**src/rtl/mem_arbiter.sv**
```systemverilog
// Two-port (fetch / data) arbiter in front of a single-port RAM with a fixed
// wait-state count; one access in flight, data-first with fairness under contention.
module mem_arbiter #(
  parameter int unsigned DW   = 32,
  parameter int unsigned AW   = 32,
  parameter int unsigned WAIT = 1
) (
  input  logic          clk,
  input  logic          rst,
  input  logic          i_req,
  input  logic [AW-1:0] i_addr,
  output logic [DW-1:0] i_rdata,
  output logic          i_ack,
  input  logic          d_req,
  input  logic          d_we,
  input  logic [AW-1:0] d_addr,
  input  logic [DW-1:0] d_wdata,
  output logic [DW-1:0] d_rdata,
  output logic          d_ack,
  output logic          stall_o,
  output logic          ram_ce,
  output logic          ram_we,
  output logic [AW-1:0] ram_addr,
  output logic [DW-1:0] ram_wdata,
  input  logic [DW-1:0] ram_rdata
);

  localparam int unsigned CW = 4;

  typedef enum logic [1:0] {
    S_IDLE   = 2'd0,
    S_ACCESS = 2'd1,
    S_RESP   = 2'd2
  } state_e;

  state_e          state_q, state_d;
  logic [CW-1:0]   cnt_q, cnt_d;
  logic            fair_q, fair_d;
  logic            own_data_q, own_data_d;
  logic [AW-1:0]   addr_q, addr_d;
  logic            we_q, we_d;
  logic [DW-1:0]   wdata_q, wdata_d;

  logic [DW-1:0]   i_rdata_q, i_rdata_d;
  logic [DW-1:0]   d_rdata_q, d_rdata_d;
  logic            i_ack_q, i_ack_d;
  logic            d_ack_q, d_ack_d;
  logic            ram_ce_q, ram_ce_d;
  logic            ram_we_q, ram_we_d;
  logic [AW-1:0]   ram_addr_q, ram_addr_d;
  logic [DW-1:0]   ram_wdata_q, ram_wdata_d;

  logic            grant_d_c, grant_i_c, last_c;

  // Data port wins unless the fetch port was passed over last time.
  assign grant_d_c = (state_q == S_IDLE) && d_req && (!i_req || !fair_q);
  assign grant_i_c = (state_q == S_IDLE) && i_req && !grant_d_c;
  assign last_c    = (state_q == S_ACCESS) && (cnt_q == '0);

  // State register.
  always_ff @(posedge clk) begin
    if (rst) begin
      state_q <= S_IDLE;
    end else begin
      state_q <= state_d;
    end
  end

  // Next-state logic.
  always_comb begin
    state_d = state_q;
    unique case (state_q)
      S_IDLE:   if (grant_d_c || grant_i_c) state_d = S_ACCESS;
      S_ACCESS: if (cnt_q == '0) state_d = S_RESP;
      S_RESP:   state_d = S_IDLE;
      default:  state_d = S_IDLE;
    endcase
  end

  // Request capture at grant, wait-state counter and fairness flag.
  always_comb begin
    cnt_d      = cnt_q;
    fair_d     = fair_q;
    own_data_d = own_data_q;
    addr_d     = addr_q;
    we_d       = we_q;
    wdata_d    = wdata_q;
    if (grant_d_c) begin
      own_data_d = 1'b1;
      addr_d     = d_addr;
      we_d       = d_we;
      wdata_d    = d_wdata;
      cnt_d      = CW'(WAIT);
      fair_d     = fair_q | i_req;
    end else if (grant_i_c) begin
      own_data_d = 1'b0;
      addr_d     = i_addr;
      we_d       = 1'b0;
      wdata_d    = '0;
      cnt_d      = CW'(WAIT);
      fair_d     = 1'b0;
    end else if ((state_q == S_ACCESS) && (cnt_q != '0)) begin
      cnt_d = cnt_q - CW'(1);
    end
  end

  // Output logic: next values of the registered outputs.
  always_comb begin
    i_ack_d     = last_c && !own_data_q;
    d_ack_d     = last_c && own_data_q;
    i_rdata_d   = i_rdata_q;
    d_rdata_d   = d_rdata_q;
    if (last_c && !we_q) begin
      if (own_data_q) d_rdata_d = ram_rdata;
      else            i_rdata_d = ram_rdata;
    end
    ram_ce_d    = (state_d == S_ACCESS);
    ram_we_d    = ram_ce_d && we_d;
    ram_addr_d  = ram_ce_d ? addr_d  : '0;
    ram_wdata_d = ram_ce_d ? wdata_d : '0;
  end

  // Datapath and output registers.
  always_ff @(posedge clk) begin
    if (rst) begin
      cnt_q       <= '0;
      fair_q      <= 1'b0;
      own_data_q  <= 1'b0;
      addr_q      <= '0;
      we_q        <= 1'b0;
      wdata_q     <= '0;
      i_rdata_q   <= '0;
      d_rdata_q   <= '0;
      i_ack_q     <= 1'b0;
      d_ack_q     <= 1'b0;
      ram_ce_q    <= 1'b0;
      ram_we_q    <= 1'b0;
      ram_addr_q  <= '0;
      ram_wdata_q <= '0;
    end else begin
      cnt_q       <= cnt_d;
      fair_q      <= fair_d;
      own_data_q  <= own_data_d;
      addr_q      <= addr_d;
      we_q        <= we_d;
      wdata_q     <= wdata_d;
      i_rdata_q   <= i_rdata_d;
      d_rdata_q   <= d_rdata_d;
      i_ack_q     <= i_ack_d;
      d_ack_q     <= d_ack_d;
      ram_ce_q    <= ram_ce_d;
      ram_we_q    <= ram_we_d;
      ram_addr_q  <= ram_addr_d;
      ram_wdata_q <= ram_wdata_d;
    end
  end

  assign i_rdata   = i_rdata_q;
  assign d_rdata   = d_rdata_q;
  assign i_ack     = i_ack_q;
  assign d_ack     = d_ack_q;
  assign ram_ce    = ram_ce_q;
  assign ram_we    = ram_we_q;
  assign ram_addr  = ram_addr_q;
  assign ram_wdata = ram_wdata_q;

  // Pipeline stall is combinational on the live requests.
  assign stall_o = (i_req & ~i_ack_q) | (d_req & ~d_ack_q);

endmodule

```
**config.mk**
```make
export PLATFORM = sky130hd
export DESIGN_NAME = mem_arbiter
export DESIGN_NICKNAME = d
export VERILOG_FILES = /design/src/rtl/mem_arbiter.sv
export SDC_FILE = /design/constraint.sdc
export NUM_CORES = 1
export LEC_CHECK = 0
export CAP_MARGIN = 0
export CELL_PAD_IN_SITES_DETAIL_PLACEMENT = 1
export CELL_PAD_IN_SITES_GLOBAL_PLACEMENT = 1
export CORE_MARGIN = 2
export CORE_UTILIZATION = 25
export CTS_CLUSTER_SIZE = 8
export DETAILED_ROUTE_END_ITERATION = 12
export GPL_ROUTABILITY_DRIVEN = 0
export GPL_TIMING_DRIVEN = 0
export HOLD_SLACK_MARGIN = 0.03
export PLACE_DENSITY_LB_ADDON = 0.08
export SYNTH_ARGS = -nofsm -noshare
export SYNTH_HDL_FRONTEND = slang
export SYNTH_SLANG_ARGS = --single-unit
```
**constraint.sdc**
```tcl
create_clock -name clk -period 1.5 [get_ports clk]
set_input_delay 0.45 -clock clk [delete_from_list [all_inputs] [get_ports clk]]
set_output_delay 0.45 -clock clk [all_outputs]
set_load 0.02 [all_outputs]
```
# Yosys cells after proc, flatten, opt, wreduce, memory -nomap -nowiden
# Index checks and enable logic that the tools add are counted.
# totals
input_bits	133
regBits	205
word_cells	68
out_inout_bits	133
# op_classes
bitwise_logic	8
reduce_logical	26
mux	15
eq_ne	2
add_sub_neg	1
# op_table
op	n
$mux W32	4
$logic_and A1 B1 Y1	10
$mux W1	8
$logic_not A1 Y1	5
$eq A2 B1 Y1 const B	2
$logic_not A4 Y1	1
$mux W2	2
$not A1 Y1	4
$pmux W2 S2	1
$reduce_and A2 Y1	2
$reduce_bool A4 Y1	1
$sub A4 B1 Y4 const B	1
$reduce_bool A3 Y1	1
$reduce_or A3 Y1	1
$and A1 B1 Y1	2
$logic_not A2 Y1	1
$logic_or A1 B1 Y1	2
$or A1 B1 Y1	2
$reduce_bool A2 Y1	1
$reduce_or A2 Y1	1

# Longest topological paths before layout
# Gate-level depths: netlist (run 1).
# logic_depth
word_depth	11
mapped_depth	8
mapped_depth_nobuf	5

# Worst setup path before layout (run 1)
# No wires, ideal clock.
# synth_timing
path_kind	register to register
from	register cnt_q[0]
to	register ram_ce_q (netlist: ram_ce)
period_less_slack_ns	1.621
stages_incl_launch_ff	9
setup_time_ns	0.128
required_ns	1.372
slack_ns	-0.121
arrival_ns	1.493
n_path_buf	3
path_cell_list	dfxtp_1 -> inv_1 -> ha_1 -> or3b_1 -> buf_2 -> a22oi_4 -> buf_4 -> buf_4 -> nor2_1
# synth_between
elab_chain_len	4
# synth_rtl
element	line_no	source
from (decl)	37	logic [CW-1:0] cnt_q, cnt_d;
from (signal assigned)	141	cnt_q <= cnt_d;
$logic_not A4 Y1	74	S_ACCESS: if (cnt_q == '0) state_d = S_RESP;
$mux W2	74	
$pmux W2 S2	72	unique case (state_q)
$eq A2 B1 Y1	117	ram_ce_d = (state_d == S_ACCESS);
to (signal assigned)	151	ram_ce_q <= ram_ce_d;
to (decl)	48	logic ram_ce_q, ram_ce_d;
# Every way passes these cells.
# A chain may end at the register's enable or synchronous reset.

# Worst setup path after layout (run 1)
# layout_timing
from	register cnt_q[0]
to	register d_rdata_q[28] (netlist: d_rdata[28])
# layout_between
elab_chain_len	4
# layout_rtl
element	line_no	source
$logic_not A4 Y1	58	assign last_c = (state_q == S_ACCESS) && (cnt_q == '0);
$logic_and A1 B1 Y1	58	
$logic_and A1 B1 Y1	113	if (last_c && !we_q) begin
$reduce_and A2 Y1 (no source line)	n/a	
to (signal assigned)	148	d_rdata_q <= d_rdata_d;
to (decl)	45	logic [DW-1:0] d_rdata_q, d_rdata_d;
# Every way passes these cells.

==> qor.yml, run 1 <==
outcome:
  status: "finished, violations left"
  failed_checks: "negative setup slack"
worst_hold_path:
  min_path_cells: 2
  holdCritPathClass: "reg -> reg"
clock_tree:
  clockBufferDepth: 3
  cts_max_level: 1
  cts_tree: "done"
  clkLatencyLatePin_ns: 0.54
  numCtsBuffers: 29
  clkSlewWorstSetupHoldPaths_ns: 0.05
  clockRootBuffer: "clkbuf_16"
  cts.sinks: 205
  hold_buffers: 0
worst_setup_path:
  crit_chain: "inv_2 -> ha_4 -> or3b_1 -> buf_6 -> buf_12 -> buf_8 -> clkbuf_16 -> o21ai_2 -> a21oi_1"
  crit_type: "reg -> reg"
  slowest_delay_ns: 0.36
  startpoint_type: "flop"
  critical_path_required_ns: 1.89
  rr_worst_depth: 9
  crit_fanout: 5
  crit_path_end_kind: "flop"
  cp.arrival_ns: 2.16
  slowest_stage: "or3b_1"
synth:
  yosys.area.top_type: "dfxtp_1"
  synthMuxAreaShare: 0
  synth_edf_count: 0
  dominantRegCellSynth: "dfxtp_1"
  synth.most_common_cell: "dfxtp_1"
  synth.avg_cell_area_um2: 9.16
  synthSimpleGateAreaFrac: 0.152
  yosys_warnings: 0
  syn_inst: 827
  synth_seq_area_share: 0.542
  synth_cell_types: 45
  synth_adder_area_share: 0.00165
  synth_top_family_by_area: "compound AO/OA/AOI/OAI gates"
  synth.area.top_cells: "dfxtp_1 54%, nand3_1 9.1%, a21oi_1 7.5%"
  synth_fp_nets: 961
  synthTopCellsByCount: "205 x dfxtp_1, 137 x nand3_1, 113 x a21oi_1, 52 x o211ai_1"
  synth-compound-area-share: 0.245
  ys_ff_latch: 205
  synthArstFlopShare: 0
  synth-xor-area-share: 0
  syn_area_mm2: 0.00757
  synth_top_area_share: 0.542
place:
  hpwl_mm: 21.1
  dp_slack_ns: -1.35
  io_buffers: 265
cells_and_area:
  drive_above_1_share: 0.415
  regArea_mm2: 0.00421
  area_delta_synth_final_pct: 70.7
  final_nets: 1316
  nFillCells: 3313
  multi_input_area_mm2: 0.00357
  antennaDiodeCount: 0
global_route:
  grt_busiest_layer: "met2"
  grt_use_met1: 0.248
  antenna_found_initial: 0
  grt_pass1_vias: 8053
  grt_pass1_wl_mm: 46.9
  grt_max_degree: 14
  grt_util_met3: 0.0548
  grt.met2_usage: 0.315
  grt_overflow_total: 0
  track_usage: 0.191
pwr:
  leakagePower_uw: 0.00514
  power.density_mw_per_mm2: 1260
  p_total_uw: 16300
  vdd_drop_max_mv: 0.746
drt:
  drt_first_pass_iters: 4
  wl_per_cell_um: 20.2
  via_count: 7888
  ant_nets: 0
  wirelength_mm: 31.8
  drc: 0
  viasPerCell: 5.02
  first_iter_violations: 276
sta:
  setup_ws_ns: -0.268
  clock.fmax_ghz: 0.566
  min_period_ns: 1.77
  period_share: 1.18
  whs_ns: 0.454
  slew_violations: 0
  setup_violations: 138
  tightestPinTransition_ns: 0.553
  slew_headroom: 0.631
  hold_viol_final: 0
  rsz0062_at_grt: "true"
  finClkSkew_ns: 0.00803
floorplan:
  initial_core_util: 0.255
  die_y_um: 178
  pin_count: 266
  rows: 63
  die-area_mm2: 0.0317
  fp.dieW_um: 178
  design.core.area_mm2: 0.0297
run:
  cap_violations: 0
## flip-flops by register name (all words and copies together), names as in the netlist
register,count
d_rdata,32
ram_addr,32
we_q,1
fair_q,1
state_q,2
ram_ce,1
d_ack,1
own_data_q,1
addr_q,32
ram_we,1
wdata_q,32
i_rdata,32
cnt_q,4
i_ack,1
ram_wdata,32
## repair_timing
action / in CTS / in global routing
resized for setup: 823 / 249
setup endpoints to repair: 338 / 277
pin swaps: 99 / 63
buffers inserted: 27 / 23
cloned: 10 / 4
## cell type report
type | instances | area share
well taps | 390 | 0.0377
repair buffers | 326 | 0.240
flip-flops and latches | 205 | 0.325
multi-input cells | 528 | 0.276
clock buffers | 31 | 0.0575
inverters | 6 | 0.00174
plain buffers | 86 | 0.0618
## cells by family after synthesis
| logic type | count (synthesis) |
|---|---|
| fa+ha+maj | 1 |
| flops | 205 |
| buf+inv | 94 |
| simple gates | 217 |
| compound gates | 310 |
## cells in the final DEF, fill, tap and decap left out, types with 4 or more instances in the layout
cell / count
o21ai_1: 8
a32oi_2: 4
nand3_1: 135
dfxtp_2: 67
o21ai_2: 60
clkbuf_16: 36
inv_1: 4
buf_16: 5
clkbuf_4: 10
clkbuf_1: 15
o21ai_0: 8
buf_2: 53
dfxtp_1: 133
buf_8: 17
clkdlybuf4s50_1: 130
a211oi_1: 11
dfxtp_4: 5
o211ai_1: 52
nand2_1: 34
nand4_1: 20
a21oi_2: 14
a31oi_1: 20
clkbuf_2: 13
a32oi_1: 8
a21oi_1: 97
buf_6: 64
o31ai_2: 11
o21ai_4: 4
buf_4: 90
buf_12: 9
## worst max-delay path: cells and delay by family (launching register included)
family | cells | cell delay (ns)
DFF | 1 | 0.33
buffers and inverters | 5 | 0.62
AOI/OAI and AO/OA | 2 | 0.18
and+or+nand+nor | 1 | 0.36
adders and majority gates | 1 | 0.12
## metal layers
metal | vias up | wire, um
met1 | 3834 | 13800
met2 | 221 | 15000
met3 | 33 | 2570
li1 | 3800 | -
met5 | - | 0
met4 | 0 | 491
## power breakdown
part,total (uW),leakage (uW),switching [uW],internal [uW]
Sequential,6070,0.00171,175,5900
Clock,5750,0.000366,2340,3410
Combinational,4440,0.00307,2360,2080
Total,16300,0.00514,4870,11400
## metrics by stage
stage	setup TNS [ns]	util	area [um^2]	cells
5_1_grt	-31.76	0.435	12900	1572
4_1_cts	-30.53	0.407	12100	1548
3_3_place_gp	-198.26	0.362	10800	1482
3_5_place_dp	-199.28	0.362	10800	1482
2_1_floorplan	-2.82	-	7620	827
6_report	-23.24	0.435	12900	1572
## worst paths after layout
path	from	endpoint	slack [ns]
setup / recovery	cnt_q[0]	d_rdata[28]	-0.27
hold / removal	i_rdata[13]	i_rdata[13]	0.45
setup reg to reg	cnt_q[0]	d_rdata[28]	-0.27
hold reg to reg	i_rdata[13]	i_rdata[13]	0.45
Power figures use the tool's default switching activity.
==> run 2: changes to the inputs <==
--- a/config.mk
+++ b/config.mk
@@ -5,7 +5,7 @@
 export SDC_FILE = /design/constraint.sdc
 export NUM_CORES = 1
 export LEC_CHECK = 0
-export CAP_MARGIN = 0
+export CAP_MARGIN = 40
 export CELL_PAD_IN_SITES_DETAIL_PLACEMENT = 1
 export CELL_PAD_IN_SITES_GLOBAL_PLACEMENT = 1
 export CORE_MARGIN = 2
@@ -13,9 +13,10 @@
 export CTS_CLUSTER_SIZE = 8
 export DETAILED_ROUTE_END_ITERATION = 12
 export GPL_ROUTABILITY_DRIVEN = 0
-export GPL_TIMING_DRIVEN = 0
+export GPL_TIMING_DRIVEN = 1
 export HOLD_SLACK_MARGIN = 0.03
 export PLACE_DENSITY_LB_ADDON = 0.08
+export SETUP_SLACK_MARGIN = 0.1
 export SYNTH_ARGS = -nofsm -noshare
 export SYNTH_HDL_FRONTEND = slang
 export SYNTH_SLANG_ARGS = --single-unit
==> run 2 against run 1 <==
Compared with the run above: the run still ends with negative setup slack left; worst hold slack lost 0.078 ns; count of clock-buffer cells in the layout is the same; clock power is essentially flat; routed wire length grew 4.0%; global-route usage shrank 0.15 points; critical endpoint is now ram_wdata[24].
==> qor.yml, run 2 (same netlist as run 1, synthesis figures left out) <==
cells_and_area:
  drive_above_1_share: 0.475
  final_nets: 1312
  nFillCells: 3154
  design_area_mm2: 0.0141
  final_common_cell: "buf_6"
  instances_no_fill: 1570
  layout_common_cells: "143 x buf_6, 136 x nand3_1, 129 x clkdlybuf4s50_1"
  area_delta_synth_final_pct: 86.3
clock_tree:
  clockRootBuffer: "clkbuf_16"
  clockBufferDepth: 3
  hold_buffers: 0
  clkLatencyLatePin_ns: 0.53
  clkSlewWorstSetupHoldPaths_ns: 0.05
  cts_tree: "done"
  cts_max_level: 1
  numCtsBuffers: 29
  cts.sinks: 205
place:
  numPlacedInstances: 1471
  dp_slack_ns: -0.722
  place_area_mm2: 0.0114
  hpwl_mm: 19.0
  io_buffers: 265
sta:
  period_share: 1.11
  finClkSkew_ns: 0.00983
  setup_violations: 175
  tightestPinTransition_ns: 0.652
  clock.fmax_ghz: 0.602
  setup_ws_ns: -0.161
  hold_viol_final: 0
  min_period_ns: 1.66
  slew_headroom: 0.565
  rsz0062_at_grt: "true"
  slew_violations: 0
floorplan:
  design.core.area_mm2: 0.0297
  pin_count: 266
  initial_core_util: 0.255
  die-area_mm2: 0.0317
  die_y_um: 178
  rows: 63
  fp.dieW_um: 178
worst_setup_path:
  cp.arrival_ns: 2.06
  slowest_stage: "or3b_4"
  r2r_setup_slack_ns: -0.16
  crit_path_end_kind: "flop"
  slowest_delay_ns: 0.42
  crit_fanout: 11
  crit_chain: "inv_2 -> ha_4 -> or3b_4 -> a22oi_4 -> buf_4 -> clkbuf_16 -> a21oi_1"
  critical_path_required_ns: 1.90
  crit_buf_inv: 3
  startpoint_type: "flop"
  crit_family: "simple AND/OR/NAND/NOR gates"
  crit_type: "reg -> reg"
global_route:
  grt_pass1_vias: 7995
  grt_pass1_wl_mm: 47.1
  grt_overflow_total: 0
  antenna_found_initial: 0
  grt_max_degree: 49
  track_usage: 0.190
drt:
  first_iter_violations: 284
  wl_per_cell_um: 21.1
  drc: 0
  drt_first_pass_iters: 4
  via_count: 7998
  viasPerCell: 5.09
  ant_nets: 0
  wirelength_mm: 33.1
worst_hold_path:
  holdCritPathClass: "in -> reg"
pwr:
  power.density_mw_per_mm2: 1200
  leakagePower_uw: 0.00548
  vdd_drop_max_mv: 0.898
  p_total_uw: 16900
outcome:
  status: "finished, violations left"
  failed_checks: "negative setup slack"
run:
  cap_violations: 0
[run 2: final cells by class]
type,instances,area [um^2],share of cell area
Timing Repair Buffer,407,4860,0.344
Sequential cell,205,4290,0.304
Multi-Input combinational cell,529,3700,0.262
Clock buffer,31,743,0.0527
Tap cell,390,488,0.0346
Inverter,6,22.5,0.00160
Antenna cell,2,5.00,0.000355
[run 2: per-stage QoR]
step	TNS [ns]	hold WS [ns]	util
floorplan	-2.77	0.460	-
global placement	-87.22	0.461	0.385
detailed placement	-87.87	0.470	0.385
CTS	-13.15	0.357	0.440
global route	-26.50	0.378	0.475
finish	-14.73	0.376	0.475
[run 2: worst paths after layout]
path         startpoint            end  cells past startpoint
min                 rst     state_q[1]                      3
min reg2reg  d_rdata[3]     d_rdata[3]                      2
max            cnt_q[1]  ram_wdata[24]                      7
max reg2reg    cnt_q[1]  ram_wdata[24]                      7
[run 2: tightest hold or removal path, cell delays in order]
cell and delay [ns]:
buf_2 0.16, buf_4 0.20, nor3_2 0.06
[run 2: routing by layer]
layer | vias up | GRT usage | wire length (um) | share of wire
met2 | 224 | 0.317 | 16100 | 0.49
li1 | 3786 | - | - | -
met1 | 3947 | 0.243 | 14000 | 0.42
met5 | - | 0 | 0 | 0
met3 | 41 | 0.0494 | 2280 | 0.069
met4 | 0 | 0.0461 | 753 | 0.023
[run 2: repair_timing]
action                                   CTS  global route
endpoints found under the setup margin   337           320
buffers inserted                          10            32
resized for setup                       1019           106
pin swaps                                 74            79
cloned                                     9            15
[run 2: power breakdown]
part | total [uW] | switching, uW | internal, uW | leakage, uW
registers | 6160 | 231 | 5930 | 0.00174
clock network | 5740 | 2330 | 3410 | 0.000366
logic | 5010 | 2510 | 2510 | 0.00337
total | 16900 | 5070 | 11800 | 0.00548
